--- src/rtl/bf16_pkg.sv ---
`default_nettype none
// ============================================================================
//  Module      : bf16_pkg
//  Description : Shared definitions for the bfloat16 SIMD unit. It holds the
//                operation encodings, special constants, the bf16 field
//                layout and the classification helpers.
//  Revision    : 1.0  initial release
// ============================================================================
package bf16_pkg;

    // Operation select encodings
    localparam logic [4:0] OP_ADD  = 5'b00000;
    localparam logic [4:0] OP_SUB  = 5'b00001;
    localparam logic [4:0] OP_MUL  = 5'b00010;
    localparam logic [4:0] OP_MADD = 5'b00100;
    localparam logic [4:0] OP_MSUB = 5'b00101;
    localparam logic [4:0] OP_DOT9 = 5'b00111;

    localparam logic [15:0] BF16_QNAN = 16'h7FC0;
    localparam logic [15:0] BF16_ZERO = 16'h0000;
    localparam int          EXP_BIAS  = 127;

    typedef struct packed {
        logic       sign;
        logic [7:0] exp;
        logic [6:0] mant;
    } bf16_t;

    function automatic logic is_nan(input logic [15:0] x);
        return (x[14:7] == 8'hFF) && (x[6:0] != 7'h00);
    endfunction

    function automatic logic is_inf(input logic [15:0] x);
        return (x[14:7] == 8'hFF) && (x[6:0] == 7'h00);
    endfunction

    // Subnormals have exp == 0 and are treated as signed zero
    function automatic logic is_zero(input logic [15:0] x);
        return (x[14:7] == 8'h00);
    endfunction

    // Leading-zero count of an 11-bit extended significand (11 when all zero)
    function automatic logic [3:0] lzc11(input logic [10:0] v);
        logic [3:0] n;
        n = 4'd11;
        for (int i = 0; i <= 10; i++) begin
            if (v[i]) n = 4'(10 - i);
        end
        return n;
    endfunction

endpackage
`default_nettype wire

--- src/rtl/bf16_add.sv ---
`default_nettype none
// ============================================================================
//  Module      : bf16_add
//  Description : Combinational bfloat16 adder/subtractor with guard, round and
//                sticky bits, round-to-nearest-even. The sub input inverts the
//                sign of b before the addition.
//  Revision    : 1.0  initial release
// ============================================================================
module bf16_add
    import bf16_pkg::*;
(
    input  logic [15:0] a,
    input  logic [15:0] b,
    input  logic        sub,
    output logic [15:0] sum
);

    logic [15:0]        w_b;
    logic               w_swap;
    logic               w_big_sign;
    logic [7:0]         w_big_exp;
    logic [6:0]         w_big_mant;
    logic [7:0]         w_small_exp;
    logic [6:0]         w_small_mant;
    logic               w_eff_sub;
    logic [7:0]         w_diff;
    logic [3:0]         w_sh;
    logic [19:0]        w_wide;
    logic [10:0]        w_big_ext;
    logic [10:0]        w_small_ext;
    logic [11:0]        w_mag;
    logic [3:0]         w_lz;
    logic [10:0]        w_norm;
    logic               w_round_up;
    logic [7:0]         w_mant_rnd;
    logic signed [9:0]  w_exp_norm;
    logic signed [9:0]  w_exp_fin;

    assign w_b = {b[15] ^ sub, b[14:0]};

    // Order operands by magnitude so the difference is never negative
    assign w_swap       = (w_b[14:0] > a[14:0]);
    assign w_big_sign   = w_swap ? w_b[15]    : a[15];
    assign w_big_exp    = w_swap ? w_b[14:7]  : a[14:7];
    assign w_big_mant   = w_swap ? w_b[6:0]   : a[6:0];
    assign w_small_exp  = w_swap ? a[14:7]    : w_b[14:7];
    assign w_small_mant = w_swap ? a[6:0]     : w_b[6:0];
    assign w_eff_sub    = a[15] ^ w_b[15];

    // Alignment: anything shifted 10 or more places lands entirely in sticky
    assign w_diff      = w_big_exp - w_small_exp;
    assign w_sh        = (w_diff >= 8'd10) ? 4'd10 : w_diff[3:0];
    assign w_wide      = {1'b1, w_small_mant, 12'h000} >> w_sh;
    assign w_big_ext   = {1'b1, w_big_mant, 3'b000};
    assign w_small_ext = {w_wide[19:10], |w_wide[9:0]};

    assign w_mag = w_eff_sub ? ({1'b0, w_big_ext} - {1'b0, w_small_ext})
                             : ({1'b0, w_big_ext} + {1'b0, w_small_ext});

    // A carry shifts right by one (folding the lost bit into sticky);
    // cancellation shifts left by the leading-zero count
    assign w_lz       = lzc11(w_mag[10:0]);
    assign w_norm     = w_mag[11] ? {w_mag[11:2], w_mag[1] | w_mag[0]}
                                  : (w_mag[10:0] << w_lz);
    assign w_exp_norm = w_mag[11] ? (10'(w_big_exp) + 10'd1)
                                  : (10'(w_big_exp) - 10'(w_lz));

    assign w_round_up = w_norm[2] & (w_norm[1] | w_norm[0] | w_norm[3]);
    assign w_mant_rnd = {1'b0, w_norm[9:3]} + 8'(w_round_up);
    assign w_exp_fin  = w_exp_norm + 10'(w_mant_rnd[7]);

    // Special-case resolution ahead of the normal rounded sum
    always_comb begin
        sum = BF16_ZERO;
        if (is_nan(a) || is_nan(w_b)) begin
            sum = BF16_QNAN;
        end else if (is_inf(a) && is_inf(w_b)) begin
            sum = (a[15] == w_b[15]) ? a : BF16_QNAN;
        end else if (is_inf(a)) begin
            sum = a;
        end else if (is_inf(w_b)) begin
            sum = w_b;
        end else if (is_zero(a) && is_zero(w_b)) begin
            sum = {a[15] & w_b[15], 15'h0000};
        end else if (is_zero(a)) begin
            sum = w_b;
        end else if (is_zero(w_b)) begin
            sum = a;
        end else if (!w_norm[10]) begin
            // Exact cancellation always yields +0
            sum = BF16_ZERO;
        end else if (w_exp_fin >= 10'sd255) begin
            sum = {w_big_sign, 8'hFF, 7'h00};
        end else if (w_exp_fin <= 10'sd0) begin
            sum = {w_big_sign, 15'h0000};
        end else begin
            sum = {w_big_sign, w_exp_fin[7:0], (w_mant_rnd[7] ? 7'h00 : w_mant_rnd[6:0])};
        end
    end

endmodule
`default_nettype wire

--- src/rtl/bf16_mul.sv ---
`default_nettype none
// ============================================================================
//  Module      : bf16_mul
//  Description : Combinational bfloat16 multiplier, round-to-nearest-even,
//                subnormal inputs read as zero, tiny results flushed to zero.
//  Revision    : 1.0  initial release
// ============================================================================
module bf16_mul
    import bf16_pkg::*;
(
    input  logic [15:0] a,
    input  logic [15:0] b,
    output logic [15:0] prod
);

    bf16_t              w_a;
    bf16_t              w_b;
    logic               w_sign;
    logic [15:0]        w_p;
    logic [6:0]         w_mant_pre;
    logic               w_guard;
    logic               w_sticky;
    logic               w_round_up;
    logic [7:0]         w_mant_rnd;
    logic signed [9:0]  w_exp_raw;
    logic signed [9:0]  w_exp_fin;

    assign w_a    = a;
    assign w_b    = b;
    assign w_sign = w_a.sign ^ w_b.sign;

    // 8x8 significand product lies in [1,4): bit 15 set means one extra
    // position of normalisation
    assign w_p        = {1'b1, w_a.mant} * {1'b1, w_b.mant};
    assign w_mant_pre = w_p[15] ? w_p[14:8] : w_p[13:7];
    assign w_guard    = w_p[15] ? w_p[7]    : w_p[6];
    assign w_sticky   = w_p[15] ? (|w_p[6:0]) : (|w_p[5:0]);
    assign w_round_up = w_guard & (w_sticky | w_mant_pre[0]);
    // Bit 7 of the rounded mantissa flags a carry out of all-ones
    assign w_mant_rnd = {1'b0, w_mant_pre} + 8'(w_round_up);

    assign w_exp_raw = 10'(w_a.exp) + 10'(w_b.exp) - 10'(EXP_BIAS) + 10'(w_p[15]);
    assign w_exp_fin = w_exp_raw + 10'(w_mant_rnd[7]);

    // Special-case resolution ahead of the normal rounded product
    always_comb begin
        prod = BF16_ZERO;
        if (is_nan(a) || is_nan(b)) begin
            prod = BF16_QNAN;
        end else if ((is_inf(a) && is_zero(b)) || (is_zero(a) && is_inf(b))) begin
            prod = BF16_QNAN;
        end else if (is_inf(a) || is_inf(b)) begin
            prod = {w_sign, 8'hFF, 7'h00};
        end else if (is_zero(a) || is_zero(b)) begin
            prod = {w_sign, 15'h0000};
        end else if (w_exp_fin >= 10'sd255) begin
            prod = {w_sign, 8'hFF, 7'h00};
        end else if (w_exp_fin <= 10'sd0) begin
            prod = {w_sign, 15'h0000};
        end else begin
            prod = {w_sign, w_exp_fin[7:0], (w_mant_rnd[7] ? 7'h00 : w_mant_rnd[6:0])};
        end
    end

endmodule
`default_nettype wire

--- src/rtl/bf16_simd_unit.sv ---
`default_nettype none
// ============================================================================
//  Module      : bf16_simd_unit
//  Description : Registered bfloat16 arithmetic unit: ADD, SUB, MUL, MADD,
//                MSUB (product rounded before the add) and an optional 9-way
//                dot product. Result appears one clock after the operands.
//                Define BF16_DOT9_EN to build the dot-product datapath; without
//                it DOT9 returns zero and in4..in18 are ignored.
//  Revision    : 1.0  initial release
// ============================================================================
module bf16_simd_unit
    import bf16_pkg::*;
(
    input  logic        clk,
    input  logic        reset,
    input  logic [15:0] in1,
    input  logic [15:0] in2,
    input  logic [15:0] in3,
    input  logic [15:0] in4,
    input  logic [15:0] in5,
    input  logic [15:0] in6,
    input  logic [15:0] in7,
    input  logic [15:0] in8,
    input  logic [15:0] in9,
    input  logic [15:0] in10,
    input  logic [15:0] in11,
    input  logic [15:0] in12,
    input  logic [15:0] in13,
    input  logic [15:0] in14,
    input  logic [15:0] in15,
    input  logic [15:0] in16,
    input  logic [15:0] in17,
    input  logic [15:0] in18,
    input  logic [4:0]  funct5,
    output logic [15:0] result
);

    logic [15:0] w_mul_b;
    logic [15:0] w_prod;
    logic        w_is_fma;
    logic        w_add_sub;
    logic [15:0] w_add_a;
    logic [15:0] w_add_b;
    logic [15:0] w_add_sum;
    logic [15:0] w_next;

    // The primary multiplier doubles as the first dot-product lane
`ifdef BF16_DOT9_EN
    assign w_mul_b = (funct5 == OP_DOT9) ? in10 : in2;
`else
    assign w_mul_b = in2;
`endif

    bf16_mul u_mul (
        .a    (in1),
        .b    (w_mul_b),
        .prod (w_prod)
    );

    assign w_is_fma  = (funct5 == OP_MADD) || (funct5 == OP_MSUB);
    assign w_add_sub = (funct5 == OP_SUB)  || (funct5 == OP_MSUB);
    assign w_add_a   = w_is_fma ? w_prod : in1;
    assign w_add_b   = w_is_fma ? in3    : in2;

    bf16_add u_add (
        .a   (w_add_a),
        .b   (w_add_b),
        .sub (w_add_sub),
        .sum (w_add_sum)
    );

`ifdef BF16_DOT9_EN
    logic [15:0] w_dot_x [1:8];
    logic [15:0] w_dot_y [1:8];
    logic [15:0] w_p     [0:8];
    logic [15:0] w_s     [0:7];

    assign w_dot_x = '{in2, in3, in4, in5, in6, in7, in8, in9};
    assign w_dot_y = '{in11, in12, in13, in14, in15, in16, in17, in18};
    assign w_p[0]  = w_prod;

    for (genvar gi = 1; gi < 9; gi++) begin : g_dot_mul
        bf16_mul u_dmul (
            .a    (w_dot_x[gi]),
            .b    (w_dot_y[gi]),
            .prod (w_p[gi])
        );
    end

    // Fixed tree: ((p1+p2)+(p3+p4)) + ((p5+p6)+(p7+p8)), then + p9
    for (genvar gi = 0; gi < 4; gi++) begin : g_dot_pair
        bf16_add u_dadd (
            .a   (w_p[2*gi]),
            .b   (w_p[2*gi+1]),
            .sub (1'b0),
            .sum (w_s[gi])
        );
    end

    bf16_add u_dot_l2a (.a(w_s[0]), .b(w_s[1]), .sub(1'b0), .sum(w_s[4]));
    bf16_add u_dot_l2b (.a(w_s[2]), .b(w_s[3]), .sub(1'b0), .sum(w_s[5]));
    bf16_add u_dot_l3  (.a(w_s[4]), .b(w_s[5]), .sub(1'b0), .sum(w_s[6]));
    bf16_add u_dot_fin (.a(w_s[6]), .b(w_p[8]), .sub(1'b0), .sum(w_s[7]));
`else
    logic w_unused_ops;
    assign w_unused_ops = ^{in4, in5, in6, in7, in8, in9, in10, in11, in12,
                            in13, in14, in15, in16, in17, in18};
`endif

    // Select the datapath result for the requested operation
    always_comb begin
        w_next = BF16_ZERO;
        case (funct5)
            OP_ADD, OP_SUB, OP_MADD, OP_MSUB: w_next = w_add_sum;
            OP_MUL:                           w_next = w_prod;
`ifdef BF16_DOT9_EN
            OP_DOT9:                          w_next = w_s[7];
`endif
            default:                          w_next = BF16_ZERO;
        endcase
    end

    // Output register with synchronous reset
    always_ff @(posedge clk) begin
        if (reset) begin
            result <= BF16_ZERO;
        end else begin
            result <= w_next;
        end
    end

endmodule
`default_nettype wire

--- config.mk ---
export PLATFORM = sky130hd
export DESIGN_NAME = bf16_simd_unit
export DESIGN_NICKNAME = d
export VERILOG_FILES = /design/src/rtl/bf16_pkg.sv /design/src/rtl/bf16_add.sv /design/src/rtl/bf16_mul.sv /design/src/rtl/bf16_simd_unit.sv
export SDC_FILE = /design/constraint.sdc
export NUM_CORES = 1
export LEC_CHECK = 0
export CORE_MARGIN = 2
export CORE_UTILIZATION = 49
export CTS_CLUSTER_SIZE = 24
export DETAILED_ROUTE_END_ITERATION = 12
export PLACE_DENSITY = 0.95
export SLEW_MARGIN = 10
export SYNTH_ARGS = -nofsm -noshare
export SYNTH_HDL_FRONTEND = slang
export SYNTH_HIERARCHICAL = 1
export SYNTH_SLANG_ARGS = --single-unit
--- constraint.sdc ---
create_clock -name clk -period 27.5 [get_ports clk]
set_input_delay 4.125 -clock clk [delete_from_list [all_inputs] [get_ports clk]]
set_output_delay 4.125 -clock clk [all_outputs]
set_load 0.1 [all_outputs]
==> impl_metrics.json <==
{
  "status": "finished clean",
  "area_growth_syn_to_layout_pct": 9.88,
  "top_regs": "result (16)",
  "fin_area_sq_um": 10400,
  "cpPeakStageDelay_ps": 720,
  "rows": 50,
  "top_register": "result",
  "n_antenna_cell": 0,
  "place_ws_ps": 3390,
  "maxCapViolations": 0,
  "coreArea_sq_um": 18800,
  "nets": 1769,
  "slew_viol_final": 0,
  "wire_per_inst_um": 19.7,
  "first_pass_iters": 6,
  "die_w_um": 143,
  "syn_area_sq_um": 9440,
  "synthCells": 1304,
  "cts_tree": "done",
  "grt_pass1_vias": 10000,
  "rsz0062_at_grt": "no",
  "die_area_sq_um": 20400,
  "drtIter0Drc": 1466,
  "antenna_found_initial": 0,
  "post_cts_resized": 0,
  "yosys_warnings": 6,
  "worstHoldPathType": "primary input to register",
  "crit_arrival_ps": 24830,
  "cts_root_buffer": "clkbuf_16",
  "h-tree-depth": 1,
  "setup_ws_ps": 2850,
  "ys_top_cells_by_count": "125 x nand2_1, 123 x inv_1, 117 x nor2_1",
  "vias": 10700,
  "routed_wl_um": 31500,
  "period_minus_slack_ps": 24650,
  "port_buffers": 70,
  "finalPower_uw": 792,
  "post_cts_buffers": 0,
  "routabilityCongestion": 1.00,
  "critPathLaunch": "in1[1]",
  "crit_slowest_cell": "o211ai_2",
  "clock.fmax_ghz": 0.0406,
  "grt_usage_pct": 29.6,
  "syn-num-nets": 1730,
  "largest_reg_flops": 16,
  "async_reset_ff_share_pct": 0,
  "peakVddDrop_mv": 0.0431,
  "clockBufferDepth": 2,
  "drc_errors": 0,
  "synth_cell_types": 105,
  "ys_seq_area_share_pct": 3.39,
  "placed_area_sq_um": 10300,
  "antenna_left": 0,
  "cts_hold_buf": 0,
  "synth.most_common_cell": "nand2_1",
  "crit_fanout": 24,
  "fin_crit_sh_pct": 89.7,
  "leakage_uw": 0.00445,
  "tightest_slew_ps": 1150,
  "power_density_nw_per_um2": 76.4,
  "clkTransAtPathRegs_ps": 50,
  "min_from": "in1[15]",
  "finalSetupTns_ps": 0,
  "overflow": 0,
  "end_kind": "register",
  "slew_headroom_pct": 22.7,
  "cp_data_required_time_ps": 27680,
  "hpwlAfterDp_um": 24700,
  "hold_viol": 0,
  "grt_max_degree": 38,
  "io_pins": 311,
  "die_h_um": 143,
  "synth.ff_latch_count": 16,
  "cp-start-kind": "primary input",
  "layout-drive-gt1-share_pct": 7.60,
  "synth_top_area_share_pct": 12.1,
  "vias_per_cell": 6.67,
  "grt_pass1_wl_um": 49600,
  "synth_area_per_cell_sq_um": 7.24,
  "ys.flop_type": "dfxtp_1",
  "synth_edf_count": 0,
  "critPathKind": "primary input to register",
  "setup_viol": 0,
  "start_util_pct": 50.1,
  "yosysTopAreaCell": "ha_1",
  "numCtsBuffers": 3,
  "synth_area_leaders": "ha_1 12%, fa_1 8.5%, nand2_1 5.0%, inv_1 4.9%, mux2_2 4.8%",
  "cts_sinks": 16
}
## cell families after synthesis
family                     after synthesis  share of synthesized area [%]
AOI/OAI and AO/OA                      397                           30.5
muxes                                   67                           7.90
xor gates and xnor gates                47                           4.36
adders and majority gates              131                           20.5
DFF                                     16                           3.39
and+or+nand+nor                        482                           26.1
buffers and inverters                  164                           7.22
## final cells by class
type,instances,area [sq um]
Fill cell,1685,8450
Multi-Input combinational cell,1124,8450
Timing Repair Buffer,74,731
Inverter,124,465
Tap cell,260,325
Sequential cell,16,320
Clock buffer,4,88.8
## final timing paths
path | endpoint | slack [ps] | cells past startpoint
setup / recovery | result[2]$_SDFF_PP0_ | 2850 | 78
hold / removal | result[15]$_SDFF_PP0_ | 4760 | 4
## report_power, final
group          switching (uW)  internal [uW]
logic                     459            277
clock network            8.71           22.1
registers               0.555           25.2
total                     468            324
## metrics by stage
step,util [%],instances,hold slack [ps]
after global placement,54.6,1598,5040
after floorplan,-,1304,4390
after CTS,55.1,1602,4770
final,55.1,1602,4760
after global routing,55.1,1602,4820
after detailed placement,54.6,1598,5030
## layout by cell type, fill, tap and decap left out, types with 9 or more instances in the layout
| master | count |
|---|---|
| nand2_1 | 125 |
| inv_1 | 123 |
| nor2_1 | 117 |
| ha_1 | 91 |
| o21ai_0 | 78 |
| a21oi_1 | 73 |
| clkdlybuf4s50_1 | 70 |
| and2_1 | 46 |
| mux2_2 | 40 |
| fa_1 | 40 |
| nor3_1 | 31 |
| nand3_1 | 29 |
| xnor2_1 | 28 |
| a211oi_1 | 22 |
| mux2i_1 | 22 |
| xor2_1 | 19 |
| nor4_1 | 19 |
| a22o_1 | 18 |
| nand4_1 | 18 |
| a21o_1 | 17 |
| dfxtp_1 | 16 |
| a31oi_1 | 15 |
| o211ai_1 | 15 |
| o21a_1 | 15 |
| nand2b_1 | 14 |
| and3_1 | 14 |
| or3_1 | 11 |
| a211o_1 | 11 |
| a221oi_1 | 10 |
| o31ai_1 | 10 |
| o31a_1 | 9 |
| or4_1 | 9 |
| nor2b_1 | 9 |
## critical path: cells and delay by family
family                   cells  cell delay (ps)
XOR/XNOR                     4             1370
multiplexers                 4             1330
AO/OA/AOI/OAI               30             8560
AND/OR/NAND/NOR             18             3170
buffers and inverters        9             1360
adder cells (fa/ha/maj)     13             4870
## metal layers
layer	global-route usage (%)	part of all wire [%]
met3	2.92	10
met1	38.7	40
met5	0	0
met2	49.8	45
met4	12.6	4.5
Power figures use the tool's default switching activity.
